## config.mk

```make
export PLATFORM = sky130hd
export DESIGN_NAME = ram_arbiter_flat
export DESIGN_NICKNAME = d
export VERILOG_FILES = /design/src/rtl/ram_arbiter_pkg.sv /design/src/rtl/ram_arbiter_if.sv /design/src/rtl/ram_arbiter_rr_picker2.sv /design/src/rtl/ram_arbiter.sv /design/src/flat_wrapper.sv
export SDC_FILE = /design/constraint.sdc
export NUM_CORES = 1
export LEC_CHECK = 0
export BUFFER_PORTS_ARGS = -buffer_cell sky130_fd_sc_hd__clkbuf_2
export CORE_MARGIN = 1
export CORE_UTILIZATION = 30
export CTS_CLUSTER_SIZE = 16
export DETAILED_ROUTE_END_ITERATION = 10
export PLACE_DENSITY = 0.6
export SYNTH_ARGS = -nofsm -noshare
export SYNTH_HDL_FRONTEND = slang
export SYNTH_SLANG_ARGS = --single-unit
```

## constraint.sdc

```tcl
create_clock -name clk -period 1.9 [get_ports clk]
set_input_delay 0.19 -clock clk [delete_from_list [all_inputs] [get_ports clk]]
set_output_delay 0.19 -clock clk [all_outputs]
set_load 0.01 [all_outputs]
```

## src/rtl/ram_arbiter_pkg.sv

```systemverilog
// Shared types and constants for the data-RAM arbiter.
// Requester indices, lock state encoding and the request bundle.
package mem_pkg;
    localparam int DATA_W  = 16;
    localparam int ADDR_W  = 16;
    localparam int REQ_CPU = 0;
    localparam int REQ_DBG = 1;

    typedef enum logic {
        UNLOCKED,
        LOCKED
    } lock_state_t;

    typedef struct packed {
        logic              write;
        logic              lock;
        logic [ADDR_W-1:0] addr;
        logic [DATA_W-1:0] wdata;
    } mem_req_t;
endpackage

```

## src/rtl/ram_arbiter_if.sv

```systemverilog
// Request/response and RAM-port bundle between requesters, arbiter and RAM.
// The arbiter is the slave; the requester/RAM side is the master.
interface ram_arbiter_if #(
    parameter int DataWidth = mem_pkg::DATA_W,
    parameter int AddrWidth = mem_pkg::ADDR_W
);
    logic [1:0]                reqValid;
    logic [1:0]                reqWrite;
    logic [1:0]                reqLock;
    logic [1:0][AddrWidth-1:0] reqAddr;
    logic [1:0][DataWidth-1:0] reqWData;
    logic [1:0]                reqReady;
    logic [1:0]                rspValid;
    logic [DataWidth-1:0]      rspData;
    logic                      ramWriteEnable;
    logic [AddrWidth-1:0]      ramWriteAddr;
    logic [DataWidth-1:0]      ramWriteData;
    logic [AddrWidth-1:0]      ramReadAddr;
    logic [DataWidth-1:0]      ramReadData;
    logic                      locked;

    modport slave (
        input  reqValid, reqWrite, reqLock, reqAddr, reqWData, ramReadData,
        output reqReady, rspValid, rspData, ramWriteEnable, ramWriteAddr,
        output ramWriteData, ramReadAddr, locked
    );

    modport master (
        output reqValid, reqWrite, reqLock, reqAddr, reqWData, ramReadData,
        input  reqReady, rspValid, rspData, ramWriteEnable, ramWriteAddr,
        input  ramWriteData, ramReadAddr, locked
    );
endinterface

```

## src/rtl/ram_arbiter_rr_picker2.sv

```systemverilog
// Two-way round-robin picker: on a tie, grant the side that did not win last.
module rr_picker2 (
    input  logic [1:0] valid,
    input  logic       last,
    output logic [1:0] grant
);
    always_comb begin
        grant = valid;
        if (&valid) grant = last ? 2'b01 : 2'b10;
    end
endmodule

```

## src/rtl/ram_arbiter.sv

```systemverilog
// Shares the single-port data RAM between the CPU and the debug port,
// with round-robin arbitration, burst lock and tagged read return.
module ram_arbiter
    import mem_pkg::*;
(
    input  logic         clk,
    input  logic         rst,
    ram_arbiter_if.slave bus
);
    mem_req_t    req [2];
    mem_req_t    winReq;
    lock_state_t state_q, state_d;
    logic        owner_q, owner_d;
    logic        last_q, last_d;
    logic        pendValid_q, pendValid_d;
    logic        pendTag_q, pendTag_d;
    logic [1:0]  pick;
    logic [1:0]  grant;
    logic        win;
    logic        accepted;
    logic        doWrite;
    logic        doRead;

    always_comb begin
        for (int i = 0; i < 2; i++) begin
            req[i] = {bus.reqWrite[i], bus.reqLock[i],
                      bus.reqAddr[i], bus.reqWData[i]};
        end
    end

    rr_picker2 u_pick (
        .valid (bus.reqValid),
        .last  (last_q),
        .grant (pick)
    );

    // While locked only the owner may win; nothing is granted during reset.
    always_comb begin
        grant = '0;
        if (!rst) begin
            if (state_q == LOCKED) grant[owner_q] = bus.reqValid[owner_q];
            else                   grant = pick;
        end
    end

    assign win      = grant[REQ_DBG];
    assign accepted = |grant;
    assign winReq   = req[win];
    assign doWrite  = accepted && winReq.write;
    assign doRead   = accepted && !winReq.write;

    always_ff @(posedge clk or posedge rst) begin
        if (rst) begin
            state_q     <= UNLOCKED;
            owner_q     <= 1'b0;
            last_q      <= 1'b1;
            pendValid_q <= 1'b0;
            pendTag_q   <= 1'b0;
        end else begin
            state_q     <= state_d;
            owner_q     <= owner_d;
            last_q      <= last_d;
            pendValid_q <= pendValid_d;
            pendTag_q   <= pendTag_d;
        end
    end

    always_comb begin
        state_d     = state_q;
        owner_d     = owner_q;
        last_d      = accepted ? win : last_q;
        pendValid_d = doRead;
        pendTag_d   = win;
        case (state_q)
            UNLOCKED: begin
                if (accepted && winReq.lock) begin
                    state_d = LOCKED;
                    owner_d = win;
                end
            end
            LOCKED: begin
                if (!bus.reqValid[owner_q] || (accepted && !winReq.lock))
                    state_d = UNLOCKED;
            end
        endcase
    end

    always_comb begin
        bus.reqReady          = grant;
        bus.ramWriteEnable    = doWrite;
        bus.ramWriteAddr      = doWrite ? winReq.addr : '0;
        bus.ramWriteData      = doWrite ? winReq.wdata : '0;
        bus.ramReadAddr       = doRead ? winReq.addr : '0;
        bus.locked            = (state_q == LOCKED) && bus.reqValid[owner_q];
        bus.rspValid          = '0;
        bus.rspValid[REQ_CPU] = pendValid_q && (pendTag_q == 1'(REQ_CPU));
        bus.rspValid[REQ_DBG] = pendValid_q && (pendTag_q == 1'(REQ_DBG));
        bus.rspData           = pendValid_q ? bus.ramReadData : '0;
    end
endmodule

```

## src/flat_wrapper.sv

```systemverilog
// flat-port wrapper written by rule: the top's interface ports become plain ports
module ram_arbiter_flat import mem_pkg::*;
  (clk, rst, bus_reqValid, bus_reqWrite, bus_reqLock, bus_reqAddr, bus_reqWData, bus_ramReadData, bus_reqReady, bus_rspValid, bus_rspData, bus_ramWriteEnable, bus_ramWriteAddr, bus_ramWriteData, bus_ramReadAddr, bus_locked);
  ram_arbiter_if bus_i ();
  input  logic clk;
  input  logic rst;
  input wire logic [$bits(bus_i.reqValid)-1:0] bus_reqValid;
  input wire logic [$bits(bus_i.reqWrite)-1:0] bus_reqWrite;
  input wire logic [$bits(bus_i.reqLock)-1:0] bus_reqLock;
  input wire logic [$bits(bus_i.reqAddr)-1:0] bus_reqAddr;
  input wire logic [$bits(bus_i.reqWData)-1:0] bus_reqWData;
  input wire logic [$bits(bus_i.ramReadData)-1:0] bus_ramReadData;
  output wire logic [$bits(bus_i.reqReady)-1:0] bus_reqReady;
  output wire logic [$bits(bus_i.rspValid)-1:0] bus_rspValid;
  output wire logic [$bits(bus_i.rspData)-1:0] bus_rspData;
  output wire logic [$bits(bus_i.ramWriteEnable)-1:0] bus_ramWriteEnable;
  output wire logic [$bits(bus_i.ramWriteAddr)-1:0] bus_ramWriteAddr;
  output wire logic [$bits(bus_i.ramWriteData)-1:0] bus_ramWriteData;
  output wire logic [$bits(bus_i.ramReadAddr)-1:0] bus_ramReadAddr;
  output wire logic [$bits(bus_i.locked)-1:0] bus_locked;
  assign bus_i.reqValid = bus_reqValid;
  assign bus_i.reqWrite = bus_reqWrite;
  assign bus_i.reqLock = bus_reqLock;
  assign bus_i.reqAddr = bus_reqAddr;
  assign bus_i.reqWData = bus_reqWData;
  assign bus_i.ramReadData = bus_ramReadData;
  assign bus_reqReady = bus_i.reqReady;
  assign bus_rspValid = bus_i.rspValid;
  assign bus_rspData = bus_i.rspData;
  assign bus_ramWriteEnable = bus_i.ramWriteEnable;
  assign bus_ramWriteAddr = bus_i.ramWriteAddr;
  assign bus_ramWriteData = bus_i.ramWriteData;
  assign bus_ramReadAddr = bus_i.ramReadAddr;
  assign bus_locked = bus_i.locked;
  ram_arbiter u_core (.clk(clk), .rst(rst), .bus(bus_i));
endmodule
```

* Word-level counts from Yosys, hierarchy flattened
Cells that the tools add are included.
Storage, ports and cells: register bits after elaboration 5, input port bits 88, output and inout port bits 70, logic and storage cells 45
Operators by class: magnitude comparators 3, muxes and demuxes 18, bitwise gates (word level) 4, reductions and logical operators 15
Operator list (number):
- 34-bit 2-to-1 mux | 3
- 16-bit 2-to-1 mux | 4
- 1-bit logical AND | 8
- 2-bit 2-to-1 mux | 4
- 1-bit 2-to-1 mux | 5
- 2-bit AND reduction | 2
- 1-bit zero test | 3
- 2-bit AND | 1
- 2-bit greater-or-equal comparator (second input constant) | 1
- 1-bit by 2-bit < comparator with 1-bit output (second input constant) | 1
- 1-bit inverter | 2
- 1-bit inverter with 2-bit output | 1
- 1-bit case mux with 2 select lines | 1
- 2-bit OR reduction | 1
- 1-bit demux with 1-bit select | 1
- 1-bit greater-or-equal comparator (second input constant) | 1
- 1-bit logical OR | 1

* Longest topological paths before layout
Gate-level depths: netlist of the first run.
depth in word-level cells 16, gate-level depth with buffers 5, depth with buffers taken out 3

* Hierarchy
Synthesis of the first run repeated with hierarchy kept, for this count alone.
Second synthesis, totals: cells, all modules 191, area, all modules 1236.2 µm²
By module, submodules not included:
- ram_arbiter | times used 1, cells an instance 188, area an instance 1217.4 µm², seq. area each 126.4 µm²
- rr_picker2 | times used 1, cells an instance 3, area an instance 18.8 µm², seq. area each 0.0 µm²

* Least setup slack after synthesis of the first run
Ideal clock, no wire load.
kind flip-flop to output port, start point register u_core.state_q, end point output bus_ramWriteAddr[0], data arrival time 1.682 ns, required time 1.710 ns, setup slack 0.028 ns, cell stages (with the launch flop) 6, path buffers 2, cell sequence dfrtp_1 > nor2b_1 > buf_2 > clkbuf_1 > or4_1 > a211oi_1
Between the ends: cells in the longest elaborated chain, start to end 8, elaborated cells on any way between the ends 9, those cells by class mux (6); bitwise (1); reduce/logical (2)
Ends and longest elaborated chain:
- start, declared | line ram_arbiter.sv:12 | lock_state_t state_q, state_d;
- start signal, assigned | line ram_arbiter.sv:60 | state_q <= state_d;
- 2-bit 2-to-1 mux (*) | line ram_arbiter.sv:41 | if (state_q == LOCKED) grant[owner_q] = bus.reqValid[owner_q];
- 2-bit 2-to-1 mux (*) | line ram_arbiter.sv:40 | if (!rst) begin
- 1-bit inverter with 2-bit output (implied by the code) | line ram_arbiter.sv:48 | assign winReq = req[win];
- 34-bit 2-to-1 mux (implied by the code) (3 in series) | line ram_arbiter.sv:48
- 1-bit logical AND | line ram_arbiter.sv:49 | assign doWrite = accepted && winReq.write;
- 16-bit 2-to-1 mux (*) | line ram_arbiter.sv:91 | bus.ramWriteAddr = doWrite ? winReq.addr : '0;
- end, declared | line flat_wrapper.sv:17 | output wire logic [$bits(bus_i.ramWriteAddr)-1:0] bus_ramWriteAddr;
Mark *: on every way between the ends. The rest lies on a longest branch, timed or not. The select of a mux whose other input is x is not followed.

* Worst setup path in the final report of the first run
start point register u_core.state_q, end point output bus_ramWriteAddr[6]
The elaborated chain is that of the path after synthesis.

==> out/metrics.yaml, run 1 <==
yosys:
  yosys_register_bits: 5
  synthCells: 299
  yosysWarnings: 0
  syn-mean-instance-area_um2: 6.997
  syn-num-nets: 387
  synth.cell_area_um2: 2092
  netlist-cell-type-count: 34
  synth_sequential_area_ratio_pct: 6.041
detailed_routing:
  remaining_drc_errors: 0
  routed_wirelength_um: 10590
  number_of_drc_violations_after_detailed_routing_iteration_0: 232
  vias_per_inst: 6.299
  final_antenna_net_count: 0
  routedWlPerCell_um: 19.53
  drt_first_pass_iters: 5
  vias: 3414
clock_tree:
  cts_buffers: 3
  clockBufferDepth: 2
  tritoncts: "built"
  clock_insertion_delay_worst_skew_ps: 230
  tritoncts_num_sinks: 5
  clock_tree.htree_level_count: 1
  clk_root_buffer_cell: "clkbuf_8"
  path_clk_slew_ps: 40
  number_of_hold_buffers_added_after_cts: 0
layout:
  layout.area.seq_um2: 128.9
  area_delta_synth_final_pct: 90.79
  utilization_pct: 59.07
  final_cell_mix: "112 x clkbuf_2, 45 x a211oi_2, 45 x buf_2"
  multiInputGateArea_um2: 2153
  final_common_cell: "clkbuf_2"
  antenna_cells_inserted: 0
  layout.cell_area.non_filler_um2: 3991
  drive_above_1_share_pct: 65.37
  fillCellCount: 587
  stdcell_count: 542
  final_nets: 551
die:
  floorplan.die.width_um: 85.51
  core_region_area_um2: 6756
  die_y_um: 85.51
  io-pin-count: 158
  die-area_um2: 7311
  initial_utilization_pct: 30.96
  fp-row-count: 30
sta:
  final.setup.worst_slack_ps: -250.2
  timing_max_transition_violations_final: 0
  setup_tns_ps: -9590
  timing_hold_violations_final: 0
  post-route-period-util_pct: 113.2
  hold_ws_ps: 98.94
  maxClockFrequency_mhz: 465.1
  grt_setup_unrepaired: "yes"
  period_needed_ps: 2150
  finClkSkew_ps: 6.166
  finalSetupViolCount: 49
  timing.max_slew.rel_slack_pct: 43.73
  worst_slew_pin_slew_ps: 843.2
setup_path:
  r2r_setup_slack_ps: 210
  setup.worst_path.class: "reg2out"
  critical_path.startpoint: "u_core.state_q"
  worstPathRequired_ps: 1710
  path_delay_family: "simple AND/OR/NAND/NOR gates"
  critical-path-slowest-cell: "or4_1"
  setup.worst_path.end: "bus_ramWriteAddr[6]"
  critPathLaunchType: "register"
  cells_on_worst_reg2reg_path: 5
  critical-path-max-stage-delay_ps: 490
  worst_r2r_startpoint: "u_core.state_q"
  worst-path-max-fanout: 13
  crit_chain: "and3b_4 > clkbuf_16 > or4_1 > a211oi_2 > buf_2"
  critical_path_cell_count: 5
  endpoint_kind: "output port"
  worst-path-buf-inv: 2
  r2r-end: "u_core.pendValid_q"
  crit_arrival_ps: 1960
global_route:
  vias_in_the_first_global_route: 3051
  grt_antenna_before_repair: 0
  maximum_number_of_pins_on_one_net_before_global_route_repair: 55
  globalRouteOverflowTotal: 0
  grt_first_pass_wirelength_um: 15370
  track_usage_pct: 25.62
status:
  violations: "negative setup slack"
  run_status: "complete, but fails checks"
worst_hold_path:
  holdCritPathClass: "in2async"
placed_design:
  detailed_place.area_um2: 3131
  portBuffers: 157
  placed_cell_count: 512
  routabilityCongestion: 0.8543
  dp_slack_ps: -62.22
  place.detailed.hpwl_um: 6138
power:
  power.ir.vdd_worst_mv: 0.3822
  p_per_cell_area_nw_per_um2: 653.0
  total_power_consumption_mw: 2.606
  static_power_due_to_leakage_nw: 1.669
job:
  max-cap-violations: 0
==> worst min-delay path by stage <==
stage | slack [ps] | end | depth (start not counted) | from
5_1_grt | 130 | u_core.pendTag_q | 3 | rst
4_1_cts | 100 | u_core.pendTag_q | 3 | rst
2_1_floorplan | -10 | u_core.owner_q | 1 | rst
3_5_place_dp | 260 | u_core.pendTag_q | 3 | rst
3_3_place_gp | 260 | u_core.state_q | 3 | rst
6_report | 100 | u_core.pendTag_q | 3 | rst
==> cells in the mapped netlist (all sizes together) <==
master,count,area share (%)
buf,15,4.8
or2b,1,0.36
and4,1,0.42
nor2b,19,5.7
nor4bb,1,0.48
a41oi,1,0.42
nand3b,2,0.72
o21ai,2,0.48
or4,32,11
and3b,1,0.42
dfstp,1,1.3
nand2,33,5.9
and2,17,5.1
inv,5,0.90
nor2,1,0.18
dfrtp,4,4.8
o211a,1,0.48
a21oi,3,0.72
o311ai,48,20
nand3,1,0.24
a311o,1,0.48
nand2b,1,0.30
a211oi,49,20
o21bai,1,0.36
clkbuf,37,6.7
o31ai,2,0.72
mux2i,2,0.96
nand4,17,5.1
==> routing by layer <==
| metal | share of wire (%) | GRT usage [%] |
|---|---|---|
| met5 | 0 | 0 |
| met4 | 1.8 | 7.121 |
| met3 | 7.0 | 2.502 |
| met2 | 49 | 44.73 |
| met1 | 43 | 33.55 |
==> area by class of cell <==
type	instances	share of cell area, %
Clock buffer	4	1.129
Inverter	5	0.4702
Multi-Input combinational cell	241	53.95
Sequential cell	5	3.229
Tap cell	80	2.508
Timing Repair Buffer	207	38.71
==> logic make-up after synthesis <==
logic type	Yosys count	share of synthesized area, %
simple gates	127	36.36
buf+inv	57	12.44
flops	5	6.041
compound gates	108	44.20
mux	2	0.9570
==> power breakdown <==
part	internal [mW]	switching, mW
logic	1.06	1.15
clock network	0.145	0.0641
registers	0.151	0.0408
total	1.35	1.25
==> what timing repair did <==
action | CTS | global route
buffers inserted | 10 | 3
resized for setup | 64 | 85
pin swaps | 19 | 17
endpoints found under the setup margin | 49 | 49
gates cloned | 8 | 6
==> flip-flops by register name, summed over array words and instances (netlist names) <==
name	cells
u_core.state_q	1
u_core.last_q	1
u_core.pendTag_q	1
u_core.owner_q	1
u_core.pendValid_q	1
==> tightest hold or removal path, delay by kind of cell <==
| kind | cells | cell delay, ps |
|---|---|---|
| buffers and inverters | 3 | 470 |
Note: power is estimated with default switching activity, not from simulation.
==> run 2: changes to the inputs <==
REMOVE_ABC_BUFFERS = 1   (was unset)
SKIP_LAST_GASP = 1   (was unset)
==> run 2 against run 1 <==
  * The run still ends with negative setup slack left
  * Critical endpoint is now bus_ramWriteAddr[13]
  * Power is 28% lower
  * Cell count is 4.2% lower
  * Clock power hardly changed
  * Maximum frequency is 2.9% higher
==> out/metrics.yaml, run 2 (same netlist as run 1, synthesis figures left out) <==
layout:
  antenna_cells_inserted: 0  # unchanged
  final_nets: 528  # was 551
  drive_above_1_share_pct: 53.76  # was 65.37%
  utilization_pct: 49.11  # was 59.07%
  final_common_cell: "clkbuf_2"  # unchanged
  final_cell_mix: "122 x clkbuf_2, 36 x o311ai_0, 35 x buf_2"  # was 112 x clkbuf_2, 45 x a211oi_2, 45 x buf_2
  area_delta_synth_final_pct: 58.61  # was 90.79%
  stdcell_count: 519  # was 542
setup_path:
  worst-path-max-fanout: 14  # was 13
  critical-path-max-stage-delay_ps: 480  # was 490 ps
  crit_arrival_ps: 1900  # was 1960 ps
  endpoint_kind: "output port"  # unchanged
  worstPathRequired_ps: 1710  # about the same
  critPathLaunchType: "register"  # unchanged
  setup.worst_path.class: "reg2out"  # unchanged
  critical-path-slowest-cell: "or4_4"  # was or4_1
  crit_chain: "and3b_4 > buf_12 > or4_4 > a211oi_2 > buf_2"  # was and3b_4 > clkbuf_16 > or4_1 > a211oi_2 > buf_2
global_route:
  track_usage_pct: 21.65  # was 25.62%
  vias_in_the_first_global_route: 2826  # was 3051
  grt_first_pass_wirelength_um: 13170  # was 15370 um
  globalRouteOverflowTotal: 0  # unchanged
  maximum_number_of_pins_on_one_net_before_global_route_repair: 43  # was 55
  grt_antenna_before_repair: 0  # unchanged
die:
  io-pin-count: 158  # unchanged
  floorplan.die.width_um: 85.51  # unchanged
  die_y_um: 85.51  # unchanged
  initial_utilization_pct: 30.96  # unchanged
  fp-row-count: 30  # unchanged
  core_region_area_um2: 6756  # unchanged
  die-area_um2: 7311  # unchanged
status:
  run_status: "complete, but fails checks"  # unchanged
  violations: "negative setup slack"  # unchanged
job:
  max-cap-violations: 0  # unchanged
detailed_routing:
  drt_first_pass_iters: 4  # was 5
  number_of_drc_violations_after_detailed_routing_iteration_0: 194  # was 232
  vias: 3059  # was 3414
  routed_wirelength_um: 8383  # was 10590 um
  remaining_drc_errors: 0  # unchanged
  final_antenna_net_count: 0  # unchanged
  routedWlPerCell_um: 16.15  # was 19.53 um
  vias_per_inst: 5.894  # was 6.299
clock_tree:
  post-cts-setup-buffer-count: 0  # was 10
  cts_buffers: 3  # unchanged
  tritoncts: "built"  # unchanged
  path_clk_slew_ps: 40  # about the same
  tritoncts_num_sinks: 5  # unchanged
  clockBufferDepth: 2  # unchanged
  clk_root_buffer_cell: "clkbuf_8"  # unchanged
  clock_insertion_delay_worst_skew_ps: 230  # about the same
  number_of_hold_buffers_added_after_cts: 0  # unchanged
  clock_tree.htree_level_count: 1  # unchanged
placed_design:
  routabilityCongestion: 0.8228  # was 0.8543
  portBuffers: 157  # unchanged
  placed_cell_count: 514  # was 512
  place.detailed.hpwl_um: 5817  # was 6138 um
  dp_slack_ps: -23.89  # was -62.22 ps
sta:
  finalSetupViolCount: 49  # unchanged
  timing_max_transition_violations_final: 0  # unchanged
  maxClockFrequency_mhz: 478.7  # was 465.1 MHz
  finClkSkew_ps: 5.606  # was 6.166 ps
  grt_setup_unrepaired: "yes"  # unchanged
  worst_slew_pin_slew_ps: 493.1  # was 843.2 ps
  timing.max_slew.rel_slack_pct: 66.71  # was 43.73%
  timing_hold_violations_final: 0  # unchanged
  final.setup.worst_slack_ps: -188.9  # was -250.2 ps
  setup_tns_ps: -6142  # was -9590 ps
  post-route-period-util_pct: 109.9  # was 113.2%
  period_needed_ps: 2089  # was 2150 ps
power:
  static_power_due_to_leakage_nw: 1.401  # was 1.669 nW
  power.ir.vdd_worst_mv: 0.3579  # was 0.3822 mV
  p_per_cell_area_nw_per_um2: 567.0  # was 653.0 nW/um2
worst_hold_path:
  holdCritPathClass: "in2async"  # unchanged
-- run 2: metrics by stage --
stage                     power (mW)  hold WS [ps]  instance area [um2]
after floorplan               0.8047        -11.59                 1851
final                          1.882         131.4                 3318
after detailed placement       1.551         374.7                 3110
after global placement         1.539         362.0                 3110
after CTS                      1.799         134.3                 3244
after global routing           2.028         147.2                 3318
-- run 2: metal layers --
metal,GRT usage (%),up-vias,wire length (um)
met4,6.818,0,132
met5,0,-,0
met2,38.40,137,4157
li1,-,1504,-
met1,26.50,1405,3486
met3,3.850,13,607
-- run 2: critical path, delay by kind of cell (launching register included) --
| family | cells | cell delay, ps |
|---|---|---|
| buffers and inverters | 2 | 320 |
| AND/OR/NAND/NOR | 2 | 750 |
| flip-flops | 1 | 350 |
| AO/OA/AOI/OAI | 1 | 250 |
-- run 2: final cells by class --
class / instances / area, um2
tap: 80 / 100.1
sequential: 5 / 126.4
fill: 673 / 3438
inverter: 5 / 18.77
clock buffer: 4 / 45.04
multi-input combinational: 237 / 1864
timing repair buffer: 188 / 1164
-- run 2: final timing paths --
path                                        end            from  slack, ps  cells past startpoint
hold reg to reg                  u_core.owner_q  u_core.state_q        660                      3
min in group clk                 u_core.state_q  bus_reqLock[1]        270                      2
setup reg to reg                 u_core.state_q  u_core.owner_q        370                      5
hold / removal                 u_core.pendTag_q             rst        130                      4
setup / recovery           bus_ramWriteAddr[13]  u_core.state_q       -190                      5
max in group asynchronous         u_core.last_q             rst       1560                      4
-- run 2: power by group --
part           switching [mW]  internal [mW]
sequential             0.0314          0.148
combinational           0.853          0.642
clock                  0.0616          0.145
total                   0.946          0.935
-- run 2: timing repair --
action	in CTS	in global routing
endpoints found under the setup margin	49	49
pin swaps	9	9
cloned	0	1
gates resized for setup	18	49
